$ cat src/rtl/ngc_counter_sched_pkg.sv
// Shared types and fixed counter configuration for the counter scheduler.
package ngc_counter_sched_pkg;

  // Scheduler FSM encoding.
  typedef enum logic [1:0] {
    IDLE = 2'd0,
    LOAD = 2'd1,
    RUN  = 2'd2,
    DONE = 2'd3
  } state_t;

  // The attached counter always runs as a one-shot down counter that
  // stops at zero and parks at zero when reset.
  localparam logic        CNT_DIR_DOWN = 1'b1;
  localparam logic        CNT_ONE_SHOT = 1'b1;
  localparam int unsigned CNT_STEP     = 1;
  localparam int unsigned CNT_FROM     = 0;
  localparam int unsigned CNT_TO       = 0;

endpackage

$ cat src/rtl/ngc_rr_arbiter.sv
// Combinational round-robin pick: first set request at or above rr_ptr_i,
// wrapping around to index 0.
module ngc_rr_arbiter
  import ngc_counter_sched_pkg::*;
#(
  parameter int N_REQ = 4,
  parameter int IW    = $clog2(N_REQ)
) (
  input  logic [N_REQ-1:0] req_i,
  input  logic [IW-1:0]    rr_ptr_i,
  output logic             valid_o,
  output logic [IW-1:0]    index_o
);

  // Position k steps above the pointer, wrapped into 0..N_REQ-1.
  function automatic int slot(input logic [IW-1:0] base, input int k);
    int s;
    s = int'(base) + k;
    if (s >= N_REQ) s = s - N_REQ;
    return s;
  endfunction

  // Scan from farthest to nearest so the nearest set request wins.
  always_comb begin
    valid_o = 1'b0;
    index_o = '0;
    for (int k = N_REQ - 1; k >= 0; k--) begin
      if (req_i[IW'(slot(rr_ptr_i, k))]) begin
        valid_o = 1'b1;
        index_o = IW'(slot(rr_ptr_i, k));
      end
    end
  end

endmodule

$ cat src/rtl/ngc_counter_sched.sv
// Shares one external ngc_counter between N_REQ one-shot delay requesters.
// A round-robin winner gets the counter loaded with its delay, the counter
// runs down to zero, and the owner receives a single-cycle done pulse.
module ngc_counter_sched
  import ngc_counter_sched_pkg::*;
#(
  parameter int N_REQ = 4,
  parameter int WIDTH = 16
) (
  input  logic                   clk,
  input  logic                   rst_n,
  input  logic [N_REQ-1:0]       req,
  input  logic [N_REQ*WIDTH-1:0] req_len,
  output logic [N_REQ-1:0]       grant,
  output logic [N_REQ-1:0]       done,
  output logic                   busy,
  output logic                   cnt_rst,
  output logic                   cnt_load,
  output logic [WIDTH-1:0]       cnt_load_value,
  output logic                   cnt_enb,
  output logic                   cnt_dir,
  output logic                   cnt_one_shot,
  output logic [WIDTH-1:0]       cnt_step_value,
  output logic [WIDTH-1:0]       cnt_from_value,
  output logic [WIDTH-1:0]       cnt_to_value,
  input  logic                   cnt_hit
);

  localparam int IW = $clog2(N_REQ);

  state_t          state_q, state_d;
  logic [IW-1:0]   owner_q, owner_d;
  logic [IW-1:0]   rr_ptr_q, rr_ptr_d;

  logic            arb_valid;
  logic [IW-1:0]   arb_index;
  logic            owner_req;
  logic [N_REQ-1:0] owner_oh;

  // Pointer position just after the given owner, wrapping at N_REQ.
  function automatic logic [IW-1:0] next_ptr(input logic [IW-1:0] cur);
    if (int'(cur) == N_REQ - 1) return '0;
    return cur + 1'b1;
  endfunction

  ngc_rr_arbiter #(
    .N_REQ (N_REQ),
    .IW    (IW)
  ) u_arb (
    .req_i    (req),
    .rr_ptr_i (rr_ptr_q),
    .valid_o  (arb_valid),
    .index_o  (arb_index)
  );

  assign owner_req = req[owner_q];
  assign owner_oh  = {{(N_REQ-1){1'b0}}, 1'b1} << owner_q;

  // Next-state logic: arbitrate in IDLE, load once, run to hit, pulse done.
  // A dropped request in LOAD/RUN cancels and takes priority over cnt_hit.
  always_comb begin
    state_d  = state_q;
    owner_d  = owner_q;
    rr_ptr_d = rr_ptr_q;
    unique case (state_q)
      IDLE: begin
        if (arb_valid) begin
          owner_d = arb_index;
          state_d = LOAD;
        end
      end
      LOAD: begin
        if (!owner_req) begin
          rr_ptr_d = next_ptr(owner_q);
          state_d  = IDLE;
        end else begin
          state_d = RUN;
        end
      end
      RUN: begin
        if (!owner_req) begin
          rr_ptr_d = next_ptr(owner_q);
          state_d  = IDLE;
        end else if (cnt_hit) begin
          state_d = DONE;
        end
      end
      DONE: begin
        rr_ptr_d = next_ptr(owner_q);
        state_d  = IDLE;
      end
      default: state_d = IDLE;
    endcase
  end

  // State, owner and round-robin pointer registers.
  always_ff @(posedge clk or negedge rst_n) begin
    if (!rst_n) begin
      state_q  <= IDLE;
      owner_q  <= '0;
      rr_ptr_q <= '0;
    end else begin
      state_q  <= state_d;
      owner_q  <= owner_d;
      rr_ptr_q <= rr_ptr_d;
    end
  end

  // Output decode from registered state and owner only; the load value is
  // the owner's delay, presented only while the load strobe is high.
  always_comb begin
    grant          = '0;
    done           = '0;
    busy           = 1'b1;
    cnt_rst        = 1'b0;
    cnt_load       = 1'b0;
    cnt_enb        = 1'b0;
    cnt_load_value = '0;
    unique case (state_q)
      IDLE: begin
        busy    = 1'b0;
        cnt_rst = 1'b1;
      end
      LOAD: begin
        grant          = owner_oh;
        cnt_load       = 1'b1;
        cnt_load_value = req_len[int'(owner_q)*WIDTH +: WIDTH];
      end
      RUN: begin
        grant   = owner_oh;
        cnt_enb = 1'b1;
      end
      DONE: begin
        grant = owner_oh;
        done  = owner_oh;
      end
      default: begin
        busy    = 1'b0;
        cnt_rst = 1'b1;
      end
    endcase
  end

  assign cnt_dir        = CNT_DIR_DOWN;
  assign cnt_one_shot   = CNT_ONE_SHOT;
  assign cnt_step_value = WIDTH'(CNT_STEP);
  assign cnt_from_value = WIDTH'(CNT_FROM);
  assign cnt_to_value   = WIDTH'(CNT_TO);

endmodule

$ cat config.mk
export PLATFORM = sky130hd
export DESIGN_NAME = ngc_counter_sched
export DESIGN_NICKNAME = d
export VERILOG_FILES = /design/src/rtl/ngc_counter_sched_pkg.sv /design/src/rtl/ngc_rr_arbiter.sv /design/src/rtl/ngc_counter_sched.sv
export SDC_FILE = /design/constraint.sdc
export NUM_CORES = 1
export LEC_CHECK = 0
export ABC_AREA = 1
export CORE_MARGIN = 2
export CORE_UTILIZATION = 25
export DETAILED_ROUTE_END_ITERATION = 16
export PLACE_DENSITY = 0.68
export SYNTH_ARGS = -nofsm -noshare
export SYNTH_HDL_FRONTEND = slang
export SYNTH_SLANG_ARGS = --single-unit
$ cat constraint.sdc
create_clock -name clk -period 3.83 [get_ports clk]
set_input_delay 0.766 -clock clk [delete_from_list [all_inputs] [get_ports clk]]
set_output_delay 0.766 -clock clk [all_outputs]
set_load 0.01 [all_outputs]
==> results.yml, run 1 <==
status:
  status: "completed"
cts:
  cts-htree-levels: 1
  holdBufCountCts: 0
  clk_pin_slew_ps: 40
  cts.sinks: 6
  cts_tree: "built"
  root_buffer: "clkbuf_8"
  cts_resized: 0
  clockBufferDepth: 2
  cts_made_buffers: 3
  clkLatencyLatePin_ps: 230
  postCtsSetupRepairBufs: 0
final_layout:
  areaGrowthSynthToFinish_pct: 53.95
  fin_nets: 456
  fin_cells: 456
  design_area_mm2: 0.002485
  n_antenna_cell: 0
  drive_above_1_share: 0.09235
detailed_routing:
  wirelength_mm: 4.999
  vias: 1899
  dr.pass1.iters: 5
  post-route-drc-count: 0
  ant_nets: 0
  vias_per_cell: 4.164
  routedWlPerCell_um: 10.96
  drt_iter0_drc: 51
timing:
  hold_viol: 0
  finalCritPeriodShare: 0.7939
  max_slew.worst_pin.slew_ps: 515.0
  setup-violations-final: 0
  clock_skew_ps: 4.260
  finalCriticalPeriod_ps: 3041
  setup_tns_ps: 0
  setup_slack_ps: 789.5
  rsz0062_at_grt: "no"
  max-slew-margin-rel: 0.6561
  slew_viol_final: 0
  fmax_ghz: 0.3289
worst_setup_path:
  crit_fanout: 25
  rr_worst_depth: 7
  critical_path_arrival_ps: 2270
  criticalPathCategory: "reg -> out"
  critPathCaptureType: "output pin"
  critPathLaunchType: "flip-flop"
  critical_path_required_ps: 3060
pwr:
  switching_share: 0.5334
  peakVddDrop_mv: 0.3055
  pwr-share-seq: 0.116
  switchingPower_mw: 0.8053
  p_clk_frac: 0.064
  powerDensity_mw_per_mm2: 607.6
  combPwrFrac: 0.820
  p_int_mw: 0.7045
  p_leak_nw: 1.167
worst_hold_path:
  min_path_type: "reg -> reg"
  min_path_cells: 3
synth:
  yosys_warnings: 0
  syn_area_mm2: 0.001614
  syn_avg_cell_area_um2: 5.566
  ys_seq_area_frac: 0.09302
  syn_inst: 290
  ys_seq_elements: 6
  ys_types: 21
run:
  max-cap-violations: 0
global_routing:
  grt_pass1_vias: 1728
  grt_start_max_net_pins: 37
  antenna_found_initial: 0
  grt.total_usage: 0.1332
  grt-ovfl-total: 0
  grt_pass1_wl_mm: 7.893
die:
  fp.dieW_um: 84.35
  initial_core_util: 0.2556
  rows: 29
  die-area_mm2: 0.007115
  die_y_um: 84.35
  io_pins: 149
  core_mm2: 0.006314
place:
  hpwl_mm: 4.044
  port_buffers: 98
  place_ws_ps: 836.0
  place.gp.congestion: 0.8030
  dpl.cell_count: 453
  dpl-instance-area_mm2: 0.002444
[synth_stat cells]
master,instances,area share
buf_6,2,0.014
a21oi_1,19,0.059
nor2_1,75,0.17
ha_1,4,0.031
buf_2,6,0.019
nand2_2,18,0.070
nand3b_4,1,0.012
buf_4,50,0.23
nor2_2,1,0.0039
dfrtp_1,6,0.093
nand2_1,40,0.093
o21ai_0,33,0.10
nand4_1,1,0.0039
inv_6,1,0.0054
o21ai_2,1,0.0054
nand3_1,6,0.019
inv_1,11,0.026
conb_1,2,0.0047
o31ai_1,1,0.0047
clkbuf_1,4,0.0093
inv_2,8,0.019
[layout by cell type, fill, tap and decap left out, drive strengths merged]
| cell type | n |
|---|---|
| a21oi | 19 |
| buf | 2 |
| clkbuf | 3 |
| clkdlybuf4s50 | 98 |
| conb | 50 |
| dfrtp | 6 |
| ha | 4 |
| inv | 20 |
| nand2 | 58 |
| nand3 | 6 |
| nand3b | 1 |
| nand4 | 1 |
| nor2 | 76 |
| o21ai | 34 |
| o31ai | 1 |
[layer usage]
| metal | global-route usage | up-vias | wire length [µm] |
|---|---|---|---|
| li1 | - | 984 | - |
| met1 | 0.1448 | 827 | 1977 |
| met2 | 0.2612 | 81 | 2635 |
| met3 | 0.02262 | 7 | 316 |
| met4 | 0.03896 | 0 | 70 |
| met5 | 0 | - | 0 |
[layout make-up]
type                    count  area [µm²]
repair buffers            100       996.0
fillers                   700        3829
flip-flops and latches      6       150.1
well taps                  77       96.34
multi-input cells         250        1121
inverters                  20       80.08
clock buffers               3       41.29
[final timing paths]
check	startpoint	end	slack [ps]
min	state_q[0]	state_q[1]	610
max in group asynchronous	rst_n	state_q[1]	2790
max	owner_q[0]	cnt_load_value[10]	790
min reg2reg	state_q[0]	state_q[1]	610
max reg2reg	owner_q[0]	rr_ptr_q[1]	2060
min in group asynchronous	rst_n	rr_ptr_q[1]	800
[worst max-delay path: stages (launching register included)]
cell	delay, ps
dfrtp_1	640
buf_4	370
nor2_1	90
nor2_1	90
o21ai_0	100
a21oi_1	190
clkdlybuf4s50_1	560
[stage by stage]
stage | utilization | hold slack [ps] | power [mW]
CTS | 0.3936 | 608.2 | 1.533
finish | 0.3936 | 605.5 | 1.510
global placement | 0.3870 | 601.4 | 1.413
global route | 0.3936 | 654.3 | 1.678
detailed placement | 0.3870 | 601.4 | 1.427
floorplan | - | 470.4 | 0.9990
[cells by family (layout without fill, tap and decap cells)]
logic type / Yosys count / count (layout) / synth area share
and+or+nand+nor: 142 / 142 / 0.3760
buffers and inverters: 82 / 123 / 0.3240
AOI/OAI and AO/OA: 54 / 54 / 0.1713
DFF: 6 / 6 / 0.09302
adders and majority gates: 4 / 4 / 0.03101
other: 2 / 50 / 0.004653
[registers in the layout, indices dropped and copies added (netlist names)]
| signal | flops |
|---|---|
| rr_ptr_q | 2 |
| owner_q | 2 |
| state_q | 2 |
[power by group through the flow]
stage               Sequential [mW]  Clock, mW  Combinational [mW]
finish                        0.175     0.0967                1.24
global route                  0.184      0.101                1.39
CTS                           0.175     0.0987                1.26
detailed placement            0.176          0                1.25
global placement              0.175          0                1.24
floorplan                     0.122          0               0.877
Note: power is estimated with default switching activity, not from simulation.
==> run 2, diff against run 1 <==
clock period = 2.9 ns   (was 3.83 ns; I/O delays follow)
==> run 2 against run 1 <==
  * Non-clock buffer count up 2
  * Wire length shrank 1.4%
  * Critical path type is now in -> out
  * Highest routed layer unchanged
  * Combinational power rose by 36%
  * Clock skew about the same
==> results.yml, run 2 (synthesis results as in run 1) <==
status:
  status: "completed"
pwr:
  p_leak_nw: 1.177
  p_clk_frac: 0.063
  pwr-share-seq: 0.095
  peakVddDrop_mv: 0.4941
  switching_share: 0.5284
  switchingPower_mw: 1.060
  p_int_mw: 0.9461
  powerDensity_mw_per_mm2: 802.4
  combPwrFrac: 0.842
worst_hold_path:
  min_path_type: "reg -> reg"
  hold_start: "state_q[1]"
final_layout:
  n_antenna_cell: 0
  areaGrowthSynthToFinish_pct: 54.88
  reg_top3: "owner_q x2, rr_ptr_q x2, state_q x2"
  fin_nets: 458
  fillers: 693
  drive_above_1_share: 0.09711
  fin_cells: 458
  mostFrequentLayoutCell: "clkdlybuf4s50_1"
  final_cell_mix: "clkdlybuf4s50_1 (98), nor2_1 (75), conb_1 (50)"
  final_util: 0.3960
die:
  die-area_mm2: 0.007115
  rows: 29
  initial_core_util: 0.2556
  io_pins: 149
  core_mm2: 0.006314
  fp.dieW_um: 84.35
  die_y_um: 84.35
cts:
  cts_tree: "built"
  cts.sinks: 6
  clkLatencyLatePin_ps: 230
  clockBufferDepth: 2
  postCtsSetupRepairBufs: 0
  cts-htree-levels: 1
  cts_made_buffers: 3
  root_buffer: "clkbuf_8"
  clk_pin_slew_ps: 30
  holdBufCountCts: 0
  cts_resized: 0
global_routing:
  grt_pass1_vias: 1755
  antenna_found_initial: 0
  grt_pass1_wl_mm: 7.797
  grt.total_usage: 0.1313
  grt_start_max_net_pins: 37
  grt-ovfl-total: 0
detailed_routing:
  dr.pass1.iters: 4
  vias: 1924
  post-route-drc-count: 0
  vias_per_cell: 4.201
  routedWlPerCell_um: 10.76
  ant_nets: 0
  wirelength_mm: 4.928
  drt_iter0_drc: 55
worst_setup_path:
  criticalPathCategory: "in -> out"
  r2r_start: "owner_q[1]"
  crit_fanout: 1
  critPathLaunch: "req_len[46]"
  critPathLaunchType: "primary input"
  critical_path_arrival_ps: 2030
  critical_path_required_ps: 2320
  critPathCaptureType: "output pin"
timing:
  hold_viol: 0
  setup_tns_ps: 0
  max_slew.worst_pin.slew_ps: 506.4
  finalCritPeriodShare: 0.8994
  rsz0062_at_grt: "no"
  max-slew-margin-rel: 0.6619
  clock_skew_ps: 3.812
  fmax_ghz: 0.3834
  setup-violations-final: 0
  slew_viol_final: 0
  finalCriticalPeriod_ps: 2608
place:
  dpl.cell_count: 455
  hpwl_mm: 4.095
  port_buffers: 98
  place.gp.congestion: 0.7883
run:
  max-cap-violations: 0
==> run 2: worst paths after layout <==
path / depth (start not counted) / slack (ps) / to
worst max-delay path: 6 / 290 / cnt_load_value[14]
worst min-delay path: 3 / 610 / state_q[0]
worst max register to register: 6 / 1360 / rr_ptr_q[0]
worst min register to register: 3 / 610 / state_q[0]
max in group asynchronous: 1 / 2040 / state_q[0]
min in group asynchronous: 1 / 620 / owner_q[1]
==> run 2: through the flow <==
step | hold WS (ps) | power (mW) | area [µm²] | worst slack (ps)
2_1_floorplan | 284.4 | 1.319 | 1794 | 1062
3_3_place_gp | 599.9 | 1.887 | 2459 | 285.5
5_1_grt | 633.3 | 2.224 | 2500 | 153.0
3_5_place_dp | 616.5 | 1.899 | 2459 | 282.8
6_report | 613.5 | 2.006 | 2500 | 291.8
4_1_cts | 619.7 | 2.040 | 2500 | 257.3
==> run 2: area by class of cell <==
type                    instances  area [µm²]  share of cell area
well taps                      77       96.34             0.03854
multi-input cells             250        1121              0.4484
inverters                      20       80.08             0.03203
clock buffers                   3       41.29             0.01652
flip-flops and latches          6       150.1             0.06006
repair buffers                102        1011              0.4044
==> run 2: critical path, stage by stage <==
cell	delay, ps
clkdlybuf4s50_1	460
nor2_1	40
nor2_1	80
o21ai_0	140
a21oi_1	170
clkdlybuf4s50_1	550
==> run 2: per-layer routing <==
layer / GRT usage / up-vias / wire [µm]
li1: - / 984 / -
met1: 0.1439 / 843 / 1852
met2: 0.2576 / 90 / 2669
met3: 0.02262 / 7 / 346
met4: 0.03463 / 0 / 60
met5: 0 / - / 0
==> run 2: power by group through the flow <==
stage | registers, mW | clock network (mW) | logic (mW)
4_1_cts | 0.191 | 0.131 | 1.72
6_report | 0.190 | 0.127 | 1.69
2_1_floorplan | 0.161 | 0 | 1.16
3_3_place_gp | 0.191 | 0 | 1.70
3_5_place_dp | 0.190 | 0 | 1.71
5_1_grt | 0.203 | 0.134 | 1.89
==> run 3, diff against run 2 <==
MAX_ROUTING_LAYER = met4   (was not set)
==> run 3 against run 2 <==
  * Final cell count unchanged
  * Global-route usage up 0.39 points
  * Highest routed layer unchanged
  * Non-clock buffer count unchanged
  * Die area unchanged
  * Wire length down 0.32%
  * Largest power group unchanged
  * Sequential cell count unchanged
  * Maximum frequency about the same
==> results.yml, run 3 (synthesis results as in run 1) <==
status:
  status: "completed"
timing:
  max_slew.worst_pin.slew_ps: 506.7
  clock_skew_ps: 3.734
  finalCriticalPeriod_ps: 2608
  fmax_ghz: 0.3834
  setup-violations-final: 0
  setup_slack_ps: 291.7
  setup_tns_ps: 0
  max-slew-margin-rel: 0.6617
  slew_viol_final: 0
  hold_viol: 0
  rsz0062_at_grt: "no"
  finalCritPeriodShare: 0.8994
die:
  core_mm2: 0.006314
  die-area_mm2: 0.007115
  io_pins: 149
  die_y_um: 84.35
  initial_core_util: 0.2556
  rows: 29
  fp.dieW_um: 84.35
detailed_routing:
  dr.pass1.iters: 5
  ant_nets: 0
  drt_iter0_drc: 56
  vias_per_cell: 4.199
  routedWlPerCell_um: 10.72
  vias: 1923
  post-route-drc-count: 0
  wirelength_mm: 4.912
worst_setup_path:
  critPathLaunchType: "primary input"
  critical_path_required_ps: 2320
  critPathCaptureType: "output pin"
  crit_slowest_cell: "clkdlybuf4s50_1"
  crit_fanout: 1
  path_cells: "clkdlybuf4s50_1 -> nor2_1 -> nor2_1 -> o21ai_0 -> a21oi_1 -> clkdlybuf4s50_1"
  cp_slowest_stage_delay_ps: 550
  criticalPathCategory: "in -> out"
  critPathTopFamily: "buffers and inverters"
  critical_path_arrival_ps: 2030
  crit_buf_inv: 2
cts:
  cts.sinks: 6
  cts_tree: "built"
  clkLatencyLatePin_ps: 230
  clockBufferDepth: 2
  cts-htree-levels: 1
  postCtsSetupRepairBufs: 0
  holdBufCountCts: 0
  cts_made_buffers: 3
  clk_pin_slew_ps: 30
  root_buffer: "clkbuf_8"
  cts_resized: 0
global_routing:
  grt-ovfl-total: 0
  grt.total_usage: 0.1352
  grt_start_max_net_pins: 37
  antenna_found_initial: 0
  grt_pass1_wl_mm: 7.797
  grt_pass1_vias: 1755
place:
  dpl.cell_count: 455
  dpl-instance-area_mm2: 0.002459
  hpwl_mm: 4.095
  place.gp.congestion: 0.7994
  place_ws_ps: 282.8
  port_buffers: 98
final_layout:
  design_area_mm2: 0.002500
  drive_above_1_share: 0.09711
  fin_cells: 458
  areaGrowthSynthToFinish_pct: 54.88
  reg_top3: "owner_q x2, rr_ptr_q x2, state_q x2"
  final_cell_mix: "clkdlybuf4s50_1 (98), nor2_1 (75), conb_1 (50)"
  fin_nets: 458
  mostFrequentLayoutCell: "clkdlybuf4s50_1"
  n_antenna_cell: 0
pwr:
  p_total_mw: 2.005
  peakVddDrop_mv: 0.4936
  powerDensity_mw_per_mm2: 802.0
  p_leak_nw: 1.177
run:
  max-cap-violations: 0
worst_hold_path:
  min_path_type: "reg -> reg"
## run 3: cell type report
class	instances	area [µm²]
clock buffer	3	41.29
fill	693	3814
inverter	20	80.08
multi-input combinational	250	1121
sequential	6	150.1
tap	77	96.34
timing repair buffer	102	1011
## run 3: path summary, 6_finish.rpt
path / startpoint / to / slack [ps] / cells past startpoint
min reg2reg: state_q[1] / state_q[0] / 610 / 3
min: state_q[1] / state_q[0] / 610 / 3
min in group asynchronous: rst_n / owner_q[1] / 620 / 1
max in group asynchronous: rst_n / state_q[0] / 2040 / 1
max reg2reg: owner_q[1] / rr_ptr_q[0] / 1370 / 6
max: req_len[46] / cnt_load_value[14] / 290 / 6
## run 3: where the power goes
| part | switching (mW) | internal (mW) |
|---|---|---|
| logic | 0.958 | 0.730 |
| registers | 0.0636 | 0.127 |
| clock network | 0.0372 | 0.0893 |
## run 3: tightest hold or removal path: stages, from the launching register on
cell and delay (ps):
dfrtp_1 400, a21oi_1 90, nand2_1 50, inv_1 40
## run 3: per-layer routing
| layer | global-route usage | vias up | routed length (µm) | share of wire |
|---|---|---|---|---|
| li1 | - | 985 | - | - |
| met1 | 0.1510 | 847 | 1947 | 0.40 |
| met2 | 0.2576 | 85 | 2661 | 0.54 |
| met3 | 0.01082 | 6 | 247 | 0.050 |
| met4 | 0.03463 | 0 | 56 | 0.011 |
| met5 | - | - | 0 | 0 |
## run 3: stage by stage
step	hold WS [ps]	util
floorplan	284.4	-
global placement	599.9	0.3894
detailed placement	616.5	0.3894
CTS	619.7	0.3960
global route	633.3	0.3960
finish	613.5	0.3960
